### config.mk
export PLATFORM = sky130hd
export DESIGN_NAME = cpu_sram_axi_bridge
export DESIGN_NICKNAME = d
export VERILOG_FILES = /design/src/rtl/cpu_sram_axi_bridge.sv
export SDC_FILE = /design/constraint.sdc
export NUM_CORES = 1
export LEC_CHECK = 0
export ABC_AREA = 1
export BUFFER_PORTS_ARGS = -buffer_cell sky130_fd_sc_hd__buf_2
export CAP_MARGIN = 20
export CORE_AREA = 2 2 112 114
export CTS_CLUSTER_SIZE = 40
export DETAILED_ROUTE_END_ITERATION = 12
export DIE_AREA = 0 0 114 116
export PLACE_DENSITY_LB_ADDON = 0.1
export SYNTH_ARGS = -nofsm -noshare
export SYNTH_HDL_FRONTEND = slang
export SYNTH_SLANG_ARGS = --single-unit
export TNS_END_PERCENT = 10
### constraint.sdc
create_clock -name clk -period 1.7 [get_ports clk]
set_input_delay 0.51 -clock clk [delete_from_list [all_inputs] [get_ports clk]]
set_output_delay 0.51 -clock clk [all_outputs]
set_load 0.05 [all_outputs]
### src/rtl/cpu_sram_axi_bridge.sv
// Bridges the CPU's instruction-fetch and data SRAM-style ports onto one AXI master.
// One transaction in flight at a time; a fixed priority picks between simultaneous requests.
module cpu_sram_axi_bridge #(
    parameter int DATA_PRIO = 1
) (
    input  logic        clk,
    input  logic        rst,

    input  logic        inst_req,
    input  logic [31:0] inst_addr,
    output logic        inst_addr_ok,
    output logic        inst_data_ok,

    input  logic        data_req,
    input  logic [70:0] data_req_bus,
    output logic        data_addr_ok,
    output logic        data_data_ok,

    output logic [31:0] rdata,

    output logic [35:0] ar_bus,
    output logic        arvalid,
    input  logic        arready,

    input  logic [31:0] r_data,
    input  logic        rvalid,
    output logic        rready,

    output logic [34:0] aw_bus,
    output logic        awvalid,
    input  logic        awready,

    output logic [35:0] w_bus,
    output logic        wvalid,
    input  logic        wready,

    input  logic        bvalid,
    output logic        bready
);

    localparam logic [2:0] S_IDLE = 3'd0;
    localparam logic [2:0] S_AR   = 3'd1;
    localparam logic [2:0] S_R    = 3'd2;
    localparam logic [2:0] S_AW   = 3'd3;
    localparam logic [2:0] S_B    = 3'd4;

    logic [2:0]  state_q, state_d;
    logic        owner_q, owner_d;       // 1 = data port, 0 = inst port
    logic        wr_q, wr_d;
    logic [1:0]  size_q, size_d;
    logic [31:0] addr_q, addr_d;
    logic [3:0]  wstrb_q, wstrb_d;
    logic [31:0] wdata_q, wdata_d;
    logic        aw_done_q, aw_done_d;
    logic        w_done_q, w_done_d;
    logic        inst_ok_q, inst_ok_d;
    logic        data_ok_q, data_ok_d;
    logic [31:0] rdata_q, rdata_d;

    logic        req_wr;
    logic [1:0]  req_size;
    logic [3:0]  req_wstrb;
    logic [31:0] req_addr;
    logic [31:0] req_wdata;

    logic        idle_open;
    logic        data_wins;
    logic        inst_wins;
    logic        aw_hs;
    logic        w_hs;

    assign req_wr    = data_req_bus[70];
    assign req_size  = data_req_bus[69:68];
    assign req_wstrb = data_req_bus[67:64];
    assign req_addr  = data_req_bus[63:32];
    assign req_wdata = data_req_bus[31:0];

    // Grant is only offered in IDLE and never while reset is held.
    assign idle_open = (state_q == S_IDLE) && !rst;
    assign data_wins = data_req && ((DATA_PRIO != 0) || !inst_req);
    assign inst_wins = inst_req && ((DATA_PRIO == 0) || !data_req);

    assign data_addr_ok = idle_open && data_wins;
    assign inst_addr_ok = idle_open && inst_wins;

    assign arvalid = (state_q == S_AR);
    assign rready  = (state_q == S_R);
    assign awvalid = (state_q == S_AW) && !aw_done_q;
    assign wvalid  = (state_q == S_AW) && !w_done_q;
    assign bready  = (state_q == S_B);

    assign aw_hs = awvalid && awready;
    assign w_hs  = wvalid && wready;

    // Channel payloads come straight from the captured request so they hold while valid is up.
    assign ar_bus = {owner_q, 1'b0, size_q, addr_q};
    assign aw_bus = {1'b0, size_q, addr_q};
    assign w_bus  = {wstrb_q, wdata_q};

    assign inst_data_ok = inst_ok_q;
    assign data_data_ok = data_ok_q;
    assign rdata        = rdata_q;

    always_comb begin
        state_d   = state_q;
        owner_d   = owner_q;
        wr_d      = wr_q;
        size_d    = size_q;
        addr_d    = addr_q;
        wstrb_d   = wstrb_q;
        wdata_d   = wdata_q;
        aw_done_d = aw_done_q;
        w_done_d  = w_done_q;
        inst_ok_d = 1'b0;
        data_ok_d = 1'b0;
        rdata_d   = rdata_q;

        case (state_q)
            S_IDLE: begin
                if (data_addr_ok) begin
                    owner_d = 1'b1;
                    wr_d    = req_wr;
                    size_d  = req_size;
                    addr_d  = req_addr;
                    wstrb_d = req_wstrb;
                    wdata_d = req_wdata;
                    state_d = req_wr ? S_AW : S_AR;
                end else if (inst_addr_ok) begin
                    owner_d = 1'b0;
                    wr_d    = 1'b0;
                    size_d  = 2'b10;
                    addr_d  = inst_addr;
                    wstrb_d = 4'b0000;
                    wdata_d = 32'h0;
                    state_d = S_AR;
                end
            end
            S_AR: begin
                if (arready) begin
                    state_d = S_R;
                end
            end
            S_R: begin
                if (rvalid) begin
                    rdata_d   = r_data;
                    inst_ok_d = !owner_q;
                    data_ok_d = owner_q;
                    state_d   = S_IDLE;
                end
            end
            S_AW: begin
                aw_done_d = aw_done_q || aw_hs;
                w_done_d  = w_done_q || w_hs;
                // Address and data may complete in either order or together.
                if (aw_done_d && w_done_d) begin
                    aw_done_d = 1'b0;
                    w_done_d  = 1'b0;
                    state_d   = S_B;
                end
            end
            S_B: begin
                if (bvalid) begin
                    inst_ok_d = !owner_q;
                    data_ok_d = owner_q;
                    state_d   = S_IDLE;
                end
            end
            default: begin
                state_d = S_IDLE;
            end
        endcase
    end

    always_ff @(posedge clk) begin
        if (rst) begin
            state_q   <= S_IDLE;
            owner_q   <= 1'b0;
            wr_q      <= 1'b0;
            size_q    <= 2'b00;
            addr_q    <= 32'h0;
            wstrb_q   <= 4'b0000;
            wdata_q   <= 32'h0;
            aw_done_q <= 1'b0;
            w_done_q  <= 1'b0;
            inst_ok_q <= 1'b0;
            data_ok_q <= 1'b0;
            rdata_q   <= 32'h0;
        end else begin
            state_q   <= state_d;
            owner_q   <= owner_d;
            wr_q      <= wr_d;
            size_q    <= size_d;
            addr_q    <= addr_d;
            wstrb_q   <= wstrb_d;
            wdata_q   <= wdata_d;
            aw_done_q <= aw_done_d;
            w_done_q  <= w_done_d;
            inst_ok_q <= inst_ok_d;
            data_ok_q <= data_ok_d;
            rdata_q   <= rdata_d;
        end
    end

endmodule

==> impl_metrics.json, run 1 <==
{
  "status": "finished with violations",
  "violations": "setup timing",
  "whs_ns": 0.392,
  "totalWireLength_um": 14500,
  "drive_gt1_frac": 0.403,
  "syn_area_per_cell_um2": 7.50,
  "clock_path_buffers": 2,
  "track_usage": 0.209,
  "ys_seq_area_frac": 0.464,
  "synth_enable_flop_cells": 0,
  "wl_per_cell_um": 14.1,
  "area_growth_pct": 37.6,
  "fin_area_um2": 6530,
  "clock_skew_ns": 0.00611,
  "syn_area_um2": 4750,
  "leakagePower_nw": 3.42,
  "crit_path_max_fanout": 4,
  "peakVddDrop_v": 0.000984,
  "timing.final.crit_period_ns": 1.77,
  "slew_viol_final": 0,
  "power_frac_comb": 0.468,
  "start_util": 0.399,
  "die_area_um2": 13200,
  "dp_hpwl_um": 10600,
  "grt_max_degree": 71,
  "ys_warn_count": 0,
  "drtIter0Drc": 233,
  "fmax_mhz": 565,
  "maxCapViolations": 0,
  "diodes": 0,
  "die_width_um": 114,
  "cp.required_ns": 1.19,
  "swShare": 0.466,
  "finalHoldViolations": 0,
  "p_clk_frac": 0.200,
  "drtPass1Iterations": 4,
  "rsz0062_at_grt": "true",
  "path_cells": "buf_6 -> nor2_4 -> inv_2 -> nor2_2 -> buf_6",
  "clkLatencyLatePin_ns": 0.34,
  "synthDistinctLibCells": 23,
  "drcViolationCount": 0,
  "worstSetupPathType": "reg -> out",
  "synth_cells": 633,
  "viasPerCell": 4.89,
  "core_um2": 11900,
  "critPathArrivalTime_ns": 1.26,
  "rows": 40,
  "p_switching_mw": 4.73,
  "grt_antenna_before_repair": 0,
  "grt-ovfl-total": 0,
  "critPathSlowestCell": "dfxtp_4",
  "grt_pass1_vias": 4602,
  "crit_path_start_kind": "flip-flop",
  "cellPowerDensity_nw_per_um2": 1550,
  "placed_cell_area_um2": 6080,
  "worst_pin_slew_ns": 0.734,
  "setup_ws_ns": -0.0685,
  "internal-power_mw": 5.42,
  "seq_power_share": 0.332,
  "cpMostUsedCell": "buf_6",
  "critical-path-max-stage-delay_ns": 0.36,
  "worst_setup_path_end_kind": "output pin",
  "cts-htree-levels": 3,
  "tritoncts": "done",
  "gp_congestion": 0.802,
  "nets": 1019,
  "setup_violations": 6,
  "root_buffer": "clkbuf_16",
  "port_buffers": 289,
  "hp-class": "in -> reg",
  "max_slew_margin": 0.511,
  "die_y_um": 116,
  "final_antenna_net_count": 0,
  "async_reset_ff_frac": 0,
  "period_share": 1.04,
  "ys.flop_type": "dfxtp_1",
  "cts.sinks": 110,
  "pin_count": 292,
  "vias": 5012,
  "ys_ff_latch": 110,
  "path_clk_slew_ns": 0.07,
  "numCtsBuffers": 9,
  "grt_pass1_wl_um": 22100
}
placed cells by master, fill, tap and decap left out, drive strengths merged:
master	netlist	final
a21oi	74	74
buf	69	314
bufinv	0	1
clkbuf	15	11
clkinv	0	1
conb	1	2
dfxtp	110	110
inv	50	50
nand2	80	80
nand3	77	77
nand3b	2	2
nand4	1	1
nor2	84	84
nor3	1	1
o211ai	33	33
o21ai	35	35
o31ai	1	1
critical path, delay by kind of cell, from the launching register on:
| kind | cells | cell delay (ns) |
|---|---|---|
| buffers and inverters | 3 | 0.35 |
| flip-flops | 1 | 0.36 |
| AND/OR/NAND/NOR | 2 | 0.20 |
power groups by stage:
stage | Clock (mW) | Sequential, mW | Combinational (mW)
finish | 2.03 | 3.38 | 4.75
global route | 2.20 | 3.44 | 5.05
global placement | 0 | 3.38 | 4.54
CTS | 2.10 | 3.38 | 4.74
floorplan | 0 | 4.90 | 2.14
detailed placement | 0 | 3.40 | 4.57
cell families (layout without fill, tap and decap cells):
logic type             count (synthesis)  count (layout)  synth area share
AND/OR/NAND/NOR                      245             245             0.221
AO/OA/AOI/OAI                        143             143             0.169
buffers and inverters                134             377             0.146
flip-flops                           110             110             0.464
other                                  1               2          0.000790
registers in the layout, summed over array words and instances, names as in the netlist:
register,count
addr_q,32
data_data_ok,1
state_q,3
aw_done_q,1
wstrb_q,4
w_done_q,1
inst_data_ok,1
owner_q,1
rdata,32
size_q,2
wdata_q,32
cell usage after synthesis, types with 2 or more instances:
master    count  area, um2
nor2_1       82        308
nand2_1      79        297
inv_1        47        176
buf_2        22        110
buf_1         4       15.0
o211ai_1     33        248
inv_2         3       11.3
buf_4        43        323
nand3b_1      2       15.0
a21oi_1      74        370
clkbuf_1     15       56.3
nand3_1      76        380
o21ai_1       6       30.0
o21ai_0      29        145
dfxtp_1     110       2200
routing by layer:
layer,vias to the layer above,share of wire,GRT usage
met5,-,0,0
met4,0,0.021,0.0805
met3,22,0.084,0.0654
met2,187,0.50,0.367
met1,2288,0.40,0.239
li1,2515,-,-
per-stage QoR:
stage	setup WS (ns)	power, mW	cells	utilization	TNS [ns]
final	-0.0685	10.2	1024	0.549	-0.319
after floorplan	-0.250	7.04	634	-	-0.850
after detailed placement	-0.249	7.97	1007	0.510	-7.08
after global routing	-0.125	10.7	1024	0.549	-0.817
after global placement	-0.176	7.92	1007	0.510	-3.54
after CTS	-0.0981	10.2	1023	0.546	-0.541
path summary, 6_finish.rpt:
path                    from           end  slack [ns]  depth (start not counted)
setup / recovery  state_q[2]        wvalid       -0.07                          5
setup reg to reg  state_q[1]    addr_q[29]        0.08                         11
hold / removal     r_data[6]      rdata[6]        0.39                          3
hold reg to reg      owner_q  inst_data_ok        0.48                          1
what timing repair did:
action / in CTS / in global routing
setup endpoints to repair: 22 / 26
resized for setup: 45 / 8
pin swaps: 5 / 3
buffers inserted: 3 / 1
hold buffers: 0 / 0
final cells by class:
class                   count  area [um2]
clock inverters             2        35.0
repair buffers            314        1740
flip-flops and latches    110        2210
clock buffers              11         243
inverters                  50         193
multi-input cells         390        1930
fillers                  1184        5380
well taps                 147         184
Note: power is estimated with default switching activity, not from simulation.
==> run 2, diff against run 1 <==
- BUFFER_PORTS_ARGS: -buffer_cell sky130_fd_sc_hd__buf_2 -> -buffer_cell sky130_fd_sc_hd__clkbuf_2
==> run 2 against run 1 <==
Against the previous run: the run still ends with setup timing left; setup slack worse by 0.013 ns; fmax down 0.73%; non-clock buffer count grew 7; cell count up 0.98%; die area did not move; largest power group unchanged; sequential cell count stayed put; critical path depth rose by 1; critical endpoint is now inst_addr_ok; clock skew is 0.00063 ns lower.
==> impl_metrics.json, run 2 (same netlist as run 1, synthesis figures left out) <==
{
  "die_y_um": 116,
  "final_antenna_net_count": 0,
  "totalWireLength_um": 14300,
  "min_path_cells": 3,
  "route.met2.wl_um": 7140,
  "setup_violations": 6,
  "routed-wl-met3_um": 1100,
  "rsz0062_at_grt": "true",
  "vias": 4996,
  "cts-htree-levels": 3,
  "pin_count": 292,
  "cts.sinks": 110,
  "placed_cells": 1012,
  "viasPerCell": 4.83,
  "critPathArrivalTime_ns": 1.27,
  "final_core_util": 0.559,
  "clkLatencyLatePin_ns": 0.35,
  "tns_ns": -0.337,
  "gp_congestion": 0.767,
  "diodes": 0,
  "port_buffers": 289,
  "cp.required_ns": 1.19,
  "final_common_cell": "clkbuf_2",
  "start_util": 0.399,
  "fmax_mhz": 561,
  "core_um2": 11900,
  "grt_pass1_vias": 4859,
  "maxCapViolations": 0,
  "finalHoldViolations": 0,
  "whs_ns": 0.379,
  "area_growth_pct": 40.2,
  "rows": 40,
  "die_width_um": 114,
  "dp_hpwl_um": 10600,
  "grt_pass1_wl_um": 22700,
  "worstHoldStart": "r_data[12]",
  "timing.final.crit_period_ns": 1.78,
  "drive_gt1_frac": 0.407,
  "worst_pin_slew_ns": 0.745,
  "num-fill-cells": 1159,
  "numCtsBuffers": 9,
  "met1_length_um": 5740,
  "drtIter0Drc": 249,
  "cellPowerDensity_nw_per_um2": 1530,
  "grt_antenna_before_repair": 0,
  "setup_ws_ns": -0.0815,
  "crit_path_max_fanout": 6,
  "slew_viol_final": 0,
  "hp-class": "in -> reg",
  "rr_worst_depth": 10,
  "leakagePower_nw": 3.40,
  "routed.top_layer": "met4",
  "worstSetupPathType": "reg -> out",
  "worstReg2RegStart": "state_q[1]",
  "grt_max_degree": 71,
  "status": "finished with violations",
  "crit_path_start_kind": "flip-flop",
  "tritoncts": "done",
  "die_area_um2": 13200,
  "worst_setup_path_end_kind": "output pin",
  "hold_buffers": 0,
  "nets": 1026,
  "fin_area_um2": 6660,
  "startpoint": "state_q[1]",
  "peakVddDrop_v": 0.000783,
  "wl_per_cell_um": 13.8,
  "root_buffer": "clkbuf_16",
  "drtPass1Iterations": 4,
  "layoutNonFillerInstCount": 1034,
  "period_share": 1.05,
  "clock_skew_ns": 0.00549,
  "track_usage": 0.215,
  "clock_path_buffers": 2,
  "placed_cell_area_um2": 6240,
  "path_clk_slew_ns": 0.07,
  "max_slew_margin": 0.503,
  "violations": "setup timing",
  "final_cell_mix": "clkbuf_2, dfxtp_1, nand2_1",
  "grt-ovfl-total": 0,
  "drcViolationCount": 0
}
run 2: changes by cell type in the layout (fill, tap and decap cells not counted), sizes merged:
| cell | before | now |
|---|---|---|
| inv | 50 | 51 |
| bufinv | 1 | 0 |
| clkinv | 1 | 4 |
| clkbuf | 11 | 293 |
| clkinvlp | 0 | 1 |
| buf | 314 | 38 |
run 2: final timing paths:
path | endpoint | slack (ns)
worst max-delay path | inst_addr_ok | -0.08
worst min-delay path | rdata[12] | 0.38
worst max register to register | state_q[1] | 0.14
worst min register to register | inst_data_ok | 0.47
run 2: cell type report:
class	instances	area (um2)	share of cell area
timing repair buffer	321	1860	0.280
clock inverter	6	47.5	0.00714
tap	147	184	0.0276
multi-input combinational	390	1930	0.289
sequential	110	2210	0.332
inverter	50	195	0.0293
clock buffer	10	229	0.0344
run 2: power by group:
part           internal [mW]  switching [mW]
combinational           1.26            3.54
sequential              3.06           0.354
clock                   1.01           0.982
run 2: per-layer routing:
metal,vias up,track usage
li1,2544,-
met1,2239,0.244
met2,189,0.381
met3,24,0.0612
met4,0,0.0894
met5,-,0
run 2: critical path, stage by stage (launching register included):
cell and delay, ns:
dfxtp_4 0.39, inv_4 0.07, nand2_4 0.07, nor2_4 0.09, nand3_2 0.08, inv_2 0.08, buf_12 0.13
run 2: what timing repair did:
item / 4_1_cts / 5_1_grt
buffers inserted: 4 / 2
endpoints found under the setup margin: 8 / 7
pin swaps: 5 / 4
gates resized for setup: 32 / 5
run 2: per-stage QoR:
stage / power, mW / setup slack (ns)
after global placement: 8.03 / 0.00135
after global routing: 10.8 / -0.147
after floorplan: 7.04 / -0.250
after CTS: 10.3 / -0.118
after detailed placement: 8.08 / -0.0502
final: 10.2 / -0.0815
